===== src/rtl/rehman_seq_mul8_ctrl.sv =====
// Sequential 8x8 unsigned multiplier controller.
// One 4x4 core is reused across the four nibble cross-products of an 8x8
// operation. Steps whose nibble pair contains a zero nibble can be skipped.
//
// state | meaning
// IDLE  | ready for operands, accumulator idle
// CALC  | executing one pending nibble step per cycle
// DONE  | result presented on y, waiting for the sink
module rehman_seq_mul8_ctrl #(
  parameter bit ZERO_SKIP = 1'b1
) (
  input  logic        clk,
  input  logic        rst_n,
  input  logic        in_valid,
  output logic        in_ready,
  input  logic [7:0]  a,
  input  logic [7:0]  b,
  input  logic        approx_en,
  output logic        out_valid,
  input  logic        out_ready,
  output logic [15:0] y,
  output logic        busy
);

  typedef enum logic [1:0] {
    IDLE = 2'd0,
    CALC = 2'd1,
    DONE = 2'd2
  } stateT;

  stateT       state;
  logic [7:0]  opA;
  logic [7:0]  opB;
  logic        approxSel;
  logic [15:0] acc;
  logic [3:0]  stepMask;

  logic [3:0]  maskIn;
  logic [1:0]  stepIdx;
  logic [3:0]  nibA;
  logic [3:0]  nibB;
  logic [7:0]  stepProd;
  logic [15:0] stepShifted;
  logic [15:0] accNext;
  logic [3:0]  maskNext;

  // 2x2 approximate cell: the a0&b0 term is deliberately dropped and the
  // carry is folded into bits 0 and 3.
  function automatic logic [3:0] approxCell(input logic [1:0] x, input logic [1:0] w);
    logic p01, p10, q;
    p01 = x[0] & w[1];
    p10 = x[1] & w[0];
    q   = x[1] & w[1];
    return {p01 & p10, (p01 & p10) ^ q, p01 ^ p10, p01 & p10};
  endfunction

  // 4x4 approximate core built from four 2x2 cells; the sum never exceeds 225.
  function automatic logic [7:0] approxCore(input logic [3:0] x, input logic [3:0] w);
    logic [7:0] ll, hl, lh, hh;
    ll = {4'd0, approxCell(x[1:0], w[1:0])};
    hl = {4'd0, approxCell(x[3:2], w[1:0])};
    lh = {4'd0, approxCell(x[1:0], w[3:2])};
    hh = {4'd0, approxCell(x[3:2], w[3:2])};
    return ll + (hl << 2) + (lh << 2) + (hh << 4);
  endfunction

  // Step mask built from the incoming operands at the accepting edge.
  always_comb begin
    maskIn = 4'b1111;
    if (ZERO_SKIP) begin
      maskIn[0] = (|a[3:0]) & (|b[3:0]);
      maskIn[1] = (|a[7:4]) & (|b[3:0]);
      maskIn[2] = (|a[3:0]) & (|b[7:4]);
      maskIn[3] = (|a[7:4]) & (|b[7:4]);
    end
  end

  // Lowest pending step: bit 0 of the index picks the a nibble, bit 1 the b nibble.
  always_comb begin
    stepIdx = 2'd0;
    if (stepMask[0])      stepIdx = 2'd0;
    else if (stepMask[1]) stepIdx = 2'd1;
    else if (stepMask[2]) stepIdx = 2'd2;
    else if (stepMask[3]) stepIdx = 2'd3;
  end

  // Shared core, step shift and accumulate.
  always_comb begin
    nibA     = stepIdx[0] ? opA[7:4] : opA[3:0];
    nibB     = stepIdx[1] ? opB[7:4] : opB[3:0];
    stepProd = approxSel ? approxCore(nibA, nibB) : ({4'd0, nibA} * {4'd0, nibB});
    case (stepIdx)
      2'd0:    stepShifted = {8'd0, stepProd};
      2'd3:    stepShifted = {stepProd, 8'd0};
      default: stepShifted = {4'd0, stepProd, 4'd0};
    endcase
    accNext  = acc + stepShifted;
    maskNext = stepMask & ~(4'b0001 << stepIdx);
  end

  // Controller FSM with registered handshake outputs and result.
  always_ff @(posedge clk or negedge rst_n) begin
    if (!rst_n) begin
      state     <= IDLE;
      opA       <= 8'd0;
      opB       <= 8'd0;
      approxSel <= 1'b0;
      acc       <= 16'd0;
      stepMask  <= 4'd0;
      in_ready  <= 1'b1;
      out_valid <= 1'b0;
      y         <= 16'd0;
      busy      <= 1'b0;
    end else begin
      case (state)
        IDLE: begin
          if (in_valid) begin
            opA       <= a;
            opB       <= b;
            approxSel <= approx_en;
            acc       <= 16'd0;
            stepMask  <= maskIn;
            in_ready  <= 1'b0;
            busy      <= 1'b1;
            if (maskIn != 4'd0) begin
              state <= CALC;
            end else begin
              state     <= DONE;
              out_valid <= 1'b1;
              y         <= 16'd0;
            end
          end
        end
        CALC: begin
          acc      <= accNext;
          stepMask <= maskNext;
          if (maskNext == 4'd0) begin
            state     <= DONE;
            out_valid <= 1'b1;
            y         <= accNext;
          end
        end
        DONE: begin
          if (out_ready) begin
            state     <= IDLE;
            out_valid <= 1'b0;
            in_ready  <= 1'b1;
            busy      <= 1'b0;
          end
        end
        default: begin
          state     <= IDLE;
          out_valid <= 1'b0;
          in_ready  <= 1'b1;
          busy      <= 1'b0;
        end
      endcase
    end
  end

endmodule


===== config.mk =====
export PLATFORM = sky130hd
export DESIGN_NAME = rehman_seq_mul8_ctrl
export DESIGN_NICKNAME = d
export VERILOG_FILES = /design/src/rtl/rehman_seq_mul8_ctrl.sv
export SDC_FILE = /design/constraint.sdc
export NUM_CORES = 1
export LEC_CHECK = 0
export CAP_MARGIN = 15
export CORE_MARGIN = 3
export CORE_UTILIZATION = 40
export CTS_CLUSTER_SIZE = 12
export DETAILED_ROUTE_END_ITERATION = 10
export SLEW_MARGIN = 25
export SYNTH_ARGS = -nofsm -noshare
export SYNTH_HDL_FRONTEND = slang
export SYNTH_SLANG_ARGS = --single-unit

===== constraint.sdc =====
create_clock -name clk -period 9.56 [get_ports clk]
set_input_delay 2.868 -clock clk [delete_from_list [all_inputs] [get_ports clk]]
set_output_delay 2.868 -clock clk [all_outputs]
set_load 0.01 [all_outputs]

==> impl_metrics.yaml <==
outcome:
  status: "completed"
timing:
  finalSetupTns_ns: 0
  hold_viol: 0
  clock_skew_ns: 0.009882
  rsz0062_at_grt: "false"
  setup_ws_ns: 3.484
  setup_viol: 0
  fin_crit_ns: 6.076
  slew-limit-headroom: 0.3984
  worst_pin_slew_ns: 0.9024
  fmax_mhz: 164.6
  min_period_over_period: 0.6356
  maxSlewViolCount: 0
final_layout:
  final_core_util: 0.4983
  num_antenna_cells: 0
  syn_to_final_growth_pct: 17.79
  fill_cells: 904
  layout_commonest_cell: "nand2_1"
  layout.cells.non_filler: 599
  final_cell_mix: "nand2_1 (60), dfrtp_1 (57), clkdlybuf4s50_1 (38), ha_1 (36), nor2_1 (32)"
  drive_gt1_frac: 0.09574
  nNetsFinal: 532
logic_synthesis:
  synth_top_area_cell: "dfrtp_1"
  synth_area_per_cell_um2: 9.415
  ys_types: 45
  syn_inst: 425
  ys_warn_count: 0
  synth-edff-count: 0
  ys_seq_area_frac: 0.3630
  synth_area_leaders: "dfrtp_1 (36%), ha_1 (11%), nand2_1 (5.6%)"
  synth-seq-cells: 58
  async_flop_share: 1.000
  synth_top_area_share: 0.3565
  synth_flop_cell: "dfrtp_1"
  synth_fp_nets: 492
  synth_area_um2: 4001
place:
  place_ws_ns: 3.530
  numPlacedInstances: 583
  io_buffer_count: 39
  routabilityCongestion: 0.8494
  dp_hpwl_mm: 6.950
clock_network:
  clk_pin_slew_ns: 0.06
  root_buffer: "clkbuf_8"
  cts_resized: 0
  postCtsSetupRepairBufs: 0
  cts.hold.buffers_added: 0
  clk_latency_ns: 0.35
  cts_max_level: 3
  cts.sinks: 58
  numCtsBuffers: 9
  cts_tree: "built"
  clockBufferDepth: 2
setup_path:
  crit_path_start_kind: "register"
  worst-endpoint-arrival_ns: 6.31
  crit_buf_inv: 4
  endpoint_kind: "register"
  worst-setup-path-type: "register to register"
  critPathRequiredTime_ns: 9.79
  path_common_cell: "inv_1"
  critPathMaxStageDelay_ns: 0.50
  path_delay_family: "adder cells"
  crit_path_top_delay_cell: "fa_1"
  crit_path_max_fanout: 6
routing:
  drt_iter0_markers: 81
  ant_nets: 0
  via_count: 3103
  drc: 0
  routed_wl_mm: 8.996
  firstDrtPassIters: 6
  vias_per_cell: 5.180
  drt-wirelength-per-cell_um: 15.02
hold_path:
  hp-class: "register to register"
global_routing:
  antenna_found_initial: 0
  grt_pass1_vias: 3320
  grt_pass1_wl_mm: 15.45
  grt_max_degree: 59
  grt_use_total: 0.1698
  gr-total-overflow: 0
floorplanning:
  start_util: 0.4230
  ios: 40
  die_h_um: 106.0
  die_width_um: 106.0
  die_area_um2: 11240
  fp.coreArea_um2: 9459
  rows: 35
run:
  max_cap_violations: 0
[final cells by class]
class	count	area (um2)	share of cell area
Clock inverter	3	40.04	0.008495
Sequential cell	58	1453	0.3082
Multi-Input combinational cell	324	2386	0.5062
Timing Repair Buffer	43	415.4	0.08813
Clock buffer	13	148.9	0.03159
Inverter	29	108.9	0.02310
Tap cell	129	161.4	0.03424
[state kept, by name, indices dropped and copies added, names as in the netlist]
| name | flops |
|---|---|
| acc | 16 |
| busy | 1 |
| opA | 8 |
| approxSel | 1 |
| in_ready | 1 |
| opB | 8 |
| state | 2 |
| y | 16 |
| stepMask | 4 |
| out_valid | 1 |
[metrics by stage]
step / instance area, um2 / hold WS [ns]
2_1_floorplan: 4001 / 0.4524
3_3_place_gp: 4524 / 0.4593
3_5_place_dp: 4524 / 0.4695
4_1_cts: 4713 / 0.4841
5_1_grt: 4713 / 0.5177
6_report: 4713 / 0.4822
[tightest hold or removal path, cell delays in order, from the launching register on]
cell and delay [ns]:
dfrtp_1 0.34, nand2_1 0.05, o21ai_0 0.06
[path summary, 6_finish.rpt]
kind	start	to	slack (ns)	depth (start not counted)
setup / recovery	stepMask[2]	y[14]	3.48	25
hold / removal	y[2]	y[2]	0.48	2
setup reg to reg	stepMask[2]	y[14]	3.48	25
hold reg to reg	y[2]	y[2]	0.48	2
max in group asynchronous	rst_n	opB[4]	6.41	2
min in group asynchronous	rst_n	y[7]	2.67	2
[layer usage]
layer / track usage / vias to the layer above / wire length [um]
met5: 0 / - / 0
met4: 0.04903 / 0 / 126
met3: 0.03522 / 12 / 295
met2: 0.2960 / 53 / 4464
met1: 0.2124 / 1484 / 4110
li1: - / 1554 / -
[synthesized netlist by cell type (all sizes together), types with 5 or more instances]
cell    count
nand2      60
dfrtp      57
ha         36
nor2       32
o21ai      30
inv        29
a21oi      23
mux2       18
a22o       16
clkbuf     12
xnor2      12
a21o       10
fa         10
xor2       10
mux2i       9
and2        5
[kinds of logic (layout without fill, tap and decap cells)]
family	Yosys count	in the layout	synth area share
and+or+nand+nor	126	126	0.1395
muxes	27	27	0.07317
buffers and inverters	43	88	0.04065
DFF	58	58	0.3630
AOI/OAI and AO/OA	103	103	0.1729
adders and majority gates	46	46	0.1626
xor gates and xnor gates	22	22	0.04815
Power is left out: the tool's default activity adds up to more than one toggle a clock period on the data nets, which glitch-free logic cannot reach.
